==> src/rtl/udp_pkt_sequencer.sv <==
// -----------------------------------------------------------------------------
// udp_pkt_sequencer
//
// Purpose:
//   Drives the udp_checksum_gen header/payload inputs. For each packet it
//   presents a header request (hdr_valid until accepted), then streams an
//   8-bit AXI-Stream payload of the latched length, then waits an
//   inter-packet gap. A run covers a programmed number of packets, or
//   free-runs until stop. A 16-bit IP identification value advances once per
//   completed packet and persists across runs (only reset clears it).
//
// Optional feature (macro UDP_SEQ_SEQNUM_EN):
//   When defined, payload bytes 0..3 carry the packet index within the run
//   (pkts_sent, big-endian) and the effective payload length is at least 4.
//   When undefined, every byte is FILL_BYTE + index and the minimum length is 1.
//
// Ports:
//   clk, reset        clock and synchronous active-high reset
//   start, stop       run control pulses
//   cfg_payload_len   payload bytes per packet (0 behaves as 1)
//   cfg_gap           idle cycles between last payload beat and next header
//   cfg_pkt_count     packets per run, 0 = continuous
//   hdr_valid/ready   header handshake
//   pay_t*            payload AXI-Stream master (tuser tied 0)
//   ip_id             IP identification of the current packet
//   active            run in progress
//   pkts_sent         packets completed in the current/last run
//   done              one-cycle pulse at the end of a run
// -----------------------------------------------------------------------------
module udp_pkt_sequencer #(
  parameter int         LEN_WIDTH = 11,
  parameter int         GAP_WIDTH = 16,
  parameter logic [7:0] FILL_BYTE = 8'h11
) (
  input  logic                 clk,
  input  logic                 reset,
  input  logic                 start,
  input  logic                 stop,
  input  logic [LEN_WIDTH-1:0] cfg_payload_len,
  input  logic [GAP_WIDTH-1:0] cfg_gap,
  input  logic [31:0]          cfg_pkt_count,
  output logic                 hdr_valid,
  input  logic                 hdr_ready,
  output logic [7:0]           pay_tdata,
  output logic                 pay_tvalid,
  input  logic                 pay_tready,
  output logic                 pay_tlast,
  output logic                 pay_tuser,
  output logic [15:0]          ip_id,
  output logic                 active,
  output logic [31:0]          pkts_sent,
  output logic                 done
);

  typedef enum logic [1:0] {
    S_IDLE = 2'd0,
    S_HDR  = 2'd1,
    S_PAY  = 2'd2,
    S_GAP  = 2'd3
  } state_t;

  state_t               state_q,     state_d;
  logic [LEN_WIDTH-1:0] len_q,       len_d;
  logic [GAP_WIDTH-1:0] gap_q,       gap_d;
  logic [31:0]          count_q,     count_d;
  logic [LEN_WIDTH-1:0] idx_q,       idx_d;
  logic [GAP_WIDTH-1:0] gap_cnt_q,   gap_cnt_d;
  logic [31:0]          pkts_q,      pkts_d;
  logic [15:0]          ip_id_q,     ip_id_d;
  logic                 stop_pend_q, stop_pend_d;
  logic                 done_q,      done_d;

  logic [LEN_WIDTH-1:0] len_eff;
  logic                 last_beat;
  logic                 run_ends;
  logic [7:0]           data_byte;

  // Length actually used for the run, after applying the minimum.
  always_comb begin
`ifdef UDP_SEQ_SEQNUM_EN
    len_eff = (cfg_payload_len < LEN_WIDTH'(4)) ? LEN_WIDTH'(4) : cfg_payload_len;
`else
    len_eff = (cfg_payload_len == '0) ? LEN_WIDTH'(1) : cfg_payload_len;
`endif
  end

  assign last_beat = (idx_q == len_q - LEN_WIDTH'(1));

  // A pending stop or a stop arriving with the final beat both end the run
  // at this packet boundary.
  assign run_ends = stop_pend_q || stop ||
                    ((count_q != 32'd0) && ((pkts_q + 32'd1) == count_q));

  // Payload byte for the current index.
  always_comb begin
    data_byte = FILL_BYTE + 8'(idx_q);
`ifdef UDP_SEQ_SEQNUM_EN
    if (idx_q == LEN_WIDTH'(0))      data_byte = pkts_q[31:24];
    else if (idx_q == LEN_WIDTH'(1)) data_byte = pkts_q[23:16];
    else if (idx_q == LEN_WIDTH'(2)) data_byte = pkts_q[15:8];
    else if (idx_q == LEN_WIDTH'(3)) data_byte = pkts_q[7:0];
`endif
  end

  always_comb begin
    state_d     = state_q;
    len_d       = len_q;
    gap_d       = gap_q;
    count_d     = count_q;
    idx_d       = idx_q;
    gap_cnt_d   = gap_cnt_q;
    pkts_d      = pkts_q;
    ip_id_d     = ip_id_q;
    stop_pend_d = stop_pend_q;
    done_d      = 1'b0;

    unique case (state_q)
      S_IDLE: begin
        // start together with stop is treated as a cancelled start.
        if (start && !stop) begin
          len_d       = len_eff;
          gap_d       = cfg_gap;
          count_d     = cfg_pkt_count;
          pkts_d      = 32'd0;
          stop_pend_d = 1'b0;
          state_d     = S_HDR;
        end
      end

      S_HDR: begin
        if (stop) stop_pend_d = 1'b1;
        if (hdr_ready) begin
          idx_d   = '0;
          state_d = S_PAY;
        end
      end

      S_PAY: begin
        if (stop) stop_pend_d = 1'b1;
        if (pay_tready) begin
          if (!last_beat) begin
            idx_d = idx_q + LEN_WIDTH'(1);
          end else begin
            pkts_d  = pkts_q + 32'd1;
            ip_id_d = ip_id_q + 16'd1;
            if (run_ends) begin
              state_d     = S_IDLE;
              done_d      = 1'b1;
              stop_pend_d = 1'b0;
            end else if (gap_q == '0) begin
              state_d = S_HDR;
            end else begin
              gap_cnt_d = gap_q;
              state_d   = S_GAP;
            end
          end
        end
      end

      S_GAP: begin
        // The counter holds the number of GAP cycles still to spend,
        // including this one, so the header follows cfg_gap+1 cycles
        // after the last beat.
        if (stop) begin
          state_d     = S_IDLE;
          done_d      = 1'b1;
          stop_pend_d = 1'b0;
        end else if (gap_cnt_q == GAP_WIDTH'(1)) begin
          state_d = S_HDR;
        end else begin
          gap_cnt_d = gap_cnt_q - GAP_WIDTH'(1);
        end
      end

      default: state_d = S_IDLE;
    endcase
  end

  always_ff @(posedge clk) begin
    if (reset) begin
      state_q     <= S_IDLE;
      len_q       <= '0;
      gap_q       <= '0;
      count_q     <= '0;
      idx_q       <= '0;
      gap_cnt_q   <= '0;
      pkts_q      <= '0;
      ip_id_q     <= '0;
      stop_pend_q <= 1'b0;
      done_q      <= 1'b0;
    end else begin
      state_q     <= state_d;
      len_q       <= len_d;
      gap_q       <= gap_d;
      count_q     <= count_d;
      idx_q       <= idx_d;
      gap_cnt_q   <= gap_cnt_d;
      pkts_q      <= pkts_d;
      ip_id_q     <= ip_id_d;
      stop_pend_q <= stop_pend_d;
      done_q      <= done_d;
    end
  end

  // Outputs decode registered state only; ready never reaches valid.
  assign hdr_valid  = (state_q == S_HDR);
  assign pay_tvalid = (state_q == S_PAY);
  assign pay_tlast  = pay_tvalid && last_beat;
  assign pay_tdata  = pay_tvalid ? data_byte : 8'h00;
  assign pay_tuser  = 1'b0;
  assign ip_id      = ip_id_q;
  assign active     = (state_q != S_IDLE);
  assign pkts_sent  = pkts_q;
  assign done       = done_q;

endmodule

==> config.mk <==
export PLATFORM = sky130hd
export DESIGN_NAME = udp_pkt_sequencer
export DESIGN_NICKNAME = d
export VERILOG_FILES = /design/src/rtl/udp_pkt_sequencer.sv
export SDC_FILE = /design/constraint.sdc
export NUM_CORES = 1
export LEC_CHECK = 0
export ABC_AREA = 1
export BUFFER_PORTS_ARGS = -buffer_cell sky130_fd_sc_hd__buf_2
export CAP_MARGIN = 20
export CORE_UTILIZATION = 45
export DETAILED_ROUTE_END_ITERATION = 10
export PLACE_DENSITY = 0.69
export SYNTH_ARGS = -nofsm -noshare
export SYNTH_HDL_FRONTEND = slang
export SYNTH_SLANG_ARGS = --single-unit
==> constraint.sdc <==
create_clock -name clk -period 2.15 [get_ports clk]
set_input_delay 0.1075 -clock clk [delete_from_list [all_inputs] [get_ports clk]]
set_output_delay 0.1075 -clock clk [all_outputs]
set_load 0.005 [all_outputs]
==> results.md <==
- Die Span Y: 139 um
- Synth Cell Area: 8510 um^2
- Fin util: 70.6%
- DRT iter0 DRCs: 881
- Layout area overhead: 51.6%
- Final Power: between 10 and 15 mW
- Final Hold Viols: 0
- Vias in the first global route: 9547
- Yosys warnings: 0
- First-pass GRT wire length: 46500 um
- GRT Overall Usage: ~30%
- Worst setup path startpoint: pkts_sent[1]
- H-tree levels: 4
- CTS tree: yes
- PnR worst setup slack: -0.447 ns
- Antenna Nets Post-Route: 0
- Min-delay src: cfg_pkt_count[26]
- Clock Skews: 0.00900 ns
- Simple-gate portion of the synthesized area: between 30% and 40%
- Syn_nets: 1425
- Ys flop type: dfxtp_1
- DPL Wire Length: 19000 um
- Synth top area share: 32.5%
- Clock tree sinks: between 100 and 150
- Cts bufs inserted: 17
- Crit path time final: 2.60 ns
- Final nets: 1774
- Setup TNS: -21.29 ns
- Worst-Margin Slew: around 0.5 ns
- Post-synthesis mux area share: 0%
- Drc violations: 0
- Crit Path Class: register to register
- GRT overflow: 0
- HP Class: input port to register
- Core area: about 18000 um^2
- Total Wirelength: ~30000 um
- Reg clk slew, reported paths: 0.06 ns
- DP Worst Slack: -0.407 ns
- DR WL/cell: between 15 and 20 um
- Share of post-route cells with drive strength above 1: 31.8%
- Max Transition Viols Final: 0
- IO Port Bufs: 125
- Max cap viols: 0
- Placed inst area: 10600 um^2
- Max FO, Critical Path: 4
- DRT Pass-1 Iters: 5
- Die ar.: between 15000 and 20000 um^2
- Compound-Gate Fraction of Synth Area: 15.1%
- GPL Wtd Cong: 0.934
- Area leader, netlist: dfxtp_1
- Initial core utilization: 46.6%
- Main combinational cell family by area after synthesis: simple AND/OR/NAND/NOR gates
- Critical R2R Launch: pkts_sent[1]
- Max frequency: 385 MHz
- Relative slew slack: 66.6%
- CP Launch Type: register
- Async set-reset flop share out of synthesis: 0%
- Final Cell Area: 12900 um^2
- Initial antenna violation count: 0
- Boundary Pins: 127
- Post-Synth Adder-Cell Area: 1.62%
- Commonest cells post-synth: 301 x nand2_1, 183 x nor2_1, 158 x inv_1
- Number of synthesized flops with an enable pin: 0
- # diodes: 0
- R2r setup slk: -0.45 ns
- Vias post-DR: 10400
- WP data required: about 2.4 ns
- Die W: about 140 um
- Top cells by area, synth: dfxtp_1 32%, nand2_1 13%, nor2_1 8.1%
- CP Capture Type: register
- Sequential share of the synthesized area: 32.5%
- Syn avg cell area: 6.31 um^2
- Vias/cell: 5.35
- Row cnt: 49
- Cells after Synth: 1349
- Leak: slightly below 6 nW
- Power Density: 1070 nW/um^2
- Largest net degree at the start of global routing: 101
- Clk_lat worst skew: 0.43 ns
- Library cells used by synthesis: 41
- Final-report setup violation count: 79
- VDD IR max: 0.696 mV
- Root Driver: clkbuf_16
- Count leader, synth: nand2_1
- Clock buffer depth: 2
- Xor/xnor share of the synthesized area: 4.87%
- Synthesized flop and latch total: 138
- Final worst path period share: 121%
- Critical Path AT: 2.89 ns
- Status: complete, but fails checks
- RSZ-0062 raised after global routing: yes
- Failing checks: setup timing
[sequential cells by signal, summed over array words and instances, names as in the netlist]
signal / cells
gap_q: 16
idx_q: 11
pkts_sent: 32
len_q: 11
done: 1
ip_id: 16
stop_pend_q: 1
count_q: 32
state_q: 2
gap_cnt_q: 16
[layout by cell type (no fill, tap or decap), types with 18 or more instances in the layout]
cell type        n
nand2_1        266
buf_4          170
inv_1          152
nor2_1         149
dfxtp_1        129
buf_2          125
a21oi_1        116
o21ai_0         94
nand3_1         85
dlygate4sd3_1   49
nand2_2         35
nor2_2          30
nor3_1          26
xor2_1          22
a21oi_2         19
clkbuf_16       19
buf_6           19
nand3_2         18
[per-layer routing]
metal	up-vias	share of wire, %	track usage [%]
met3	85	6.6	4.75
li1	5076	-	-
met5	-	0	0
met2	445	48	49.6
met1	4774	43	39.3
met4	0	3.2	10.9
[report_power, final]
group	internal (mW)	switching [mW]
Clock	2.10	1.17
Sequential	3.08	0.474
Combinational	3.17	3.75
[cell families after synthesis]
kind of cell,after synthesis
AO/OA/AOI/OAI,250
XOR/XNOR,41
buffers and inverters,214
flip-flops,138
adder cells (fa/ha/maj),11
other,1
AND/OR/NAND/NOR,694
[layout make-up]
class | instances | area (um^2)
clock buffers | 21 | 492
multi-input cells | 997 | 5520
clock inverters | 11 | 164
flip-flops and latches | 138 | 2780
well taps | 229 | 287
inverters | 162 | 609
fillers | 1450 | 5380
repair buffers | 382 | 3040
[path summary, 6_finish.rpt]
| path | to | depth (start not counted) |
|---|---|---|
| max | done | 20 |
| min | count_q[26] | 3 |
| max reg2reg | done | 20 |
| min reg2reg | stop_pend_q | 2 |
[worst max-delay path, cell delays in order, from the launching register on]
cell and delay (ns):
dfxtp_4 0.37, ha_4 0.15, nand2_4 0.06, nor2_4 0.20
buf_6 0.12, buf_4 0.10, nand4_1 0.13, buf_4 0.18
nand3_1 0.07, nand2_1 0.07, nand3_1 0.09, nor2_2 0.05
nand2_1 0.08, nor2_2 0.04, nand3_2 0.08, nand2_2 0.08
buf_4 0.14, buf_4 0.12, buf_4 0.12, a22oi_1 0.13
nor2_1 0.08
[repair_timing]
action | CTS | global route
hold buffers | 49 | 0
resized for setup | 47 | 134
endpoints found under the setup margin | 80 | 84
setup buffers | 22 | 18
cloned | 7 | 2
hold endpoints to repair | 48 | 0
pin swaps | 20 | 48
[stage by stage]
stage,hold WS (ns),instances
6_report,0.00732,1940
5_1_grt,0.0235,1940
4_1_cts,0.00837,1923
3_5_place_dp,0.343,1813
3_3_place_gp,0.332,1813
2_1_floorplan,0.242,1349
(Power assumes the default switching activity.)
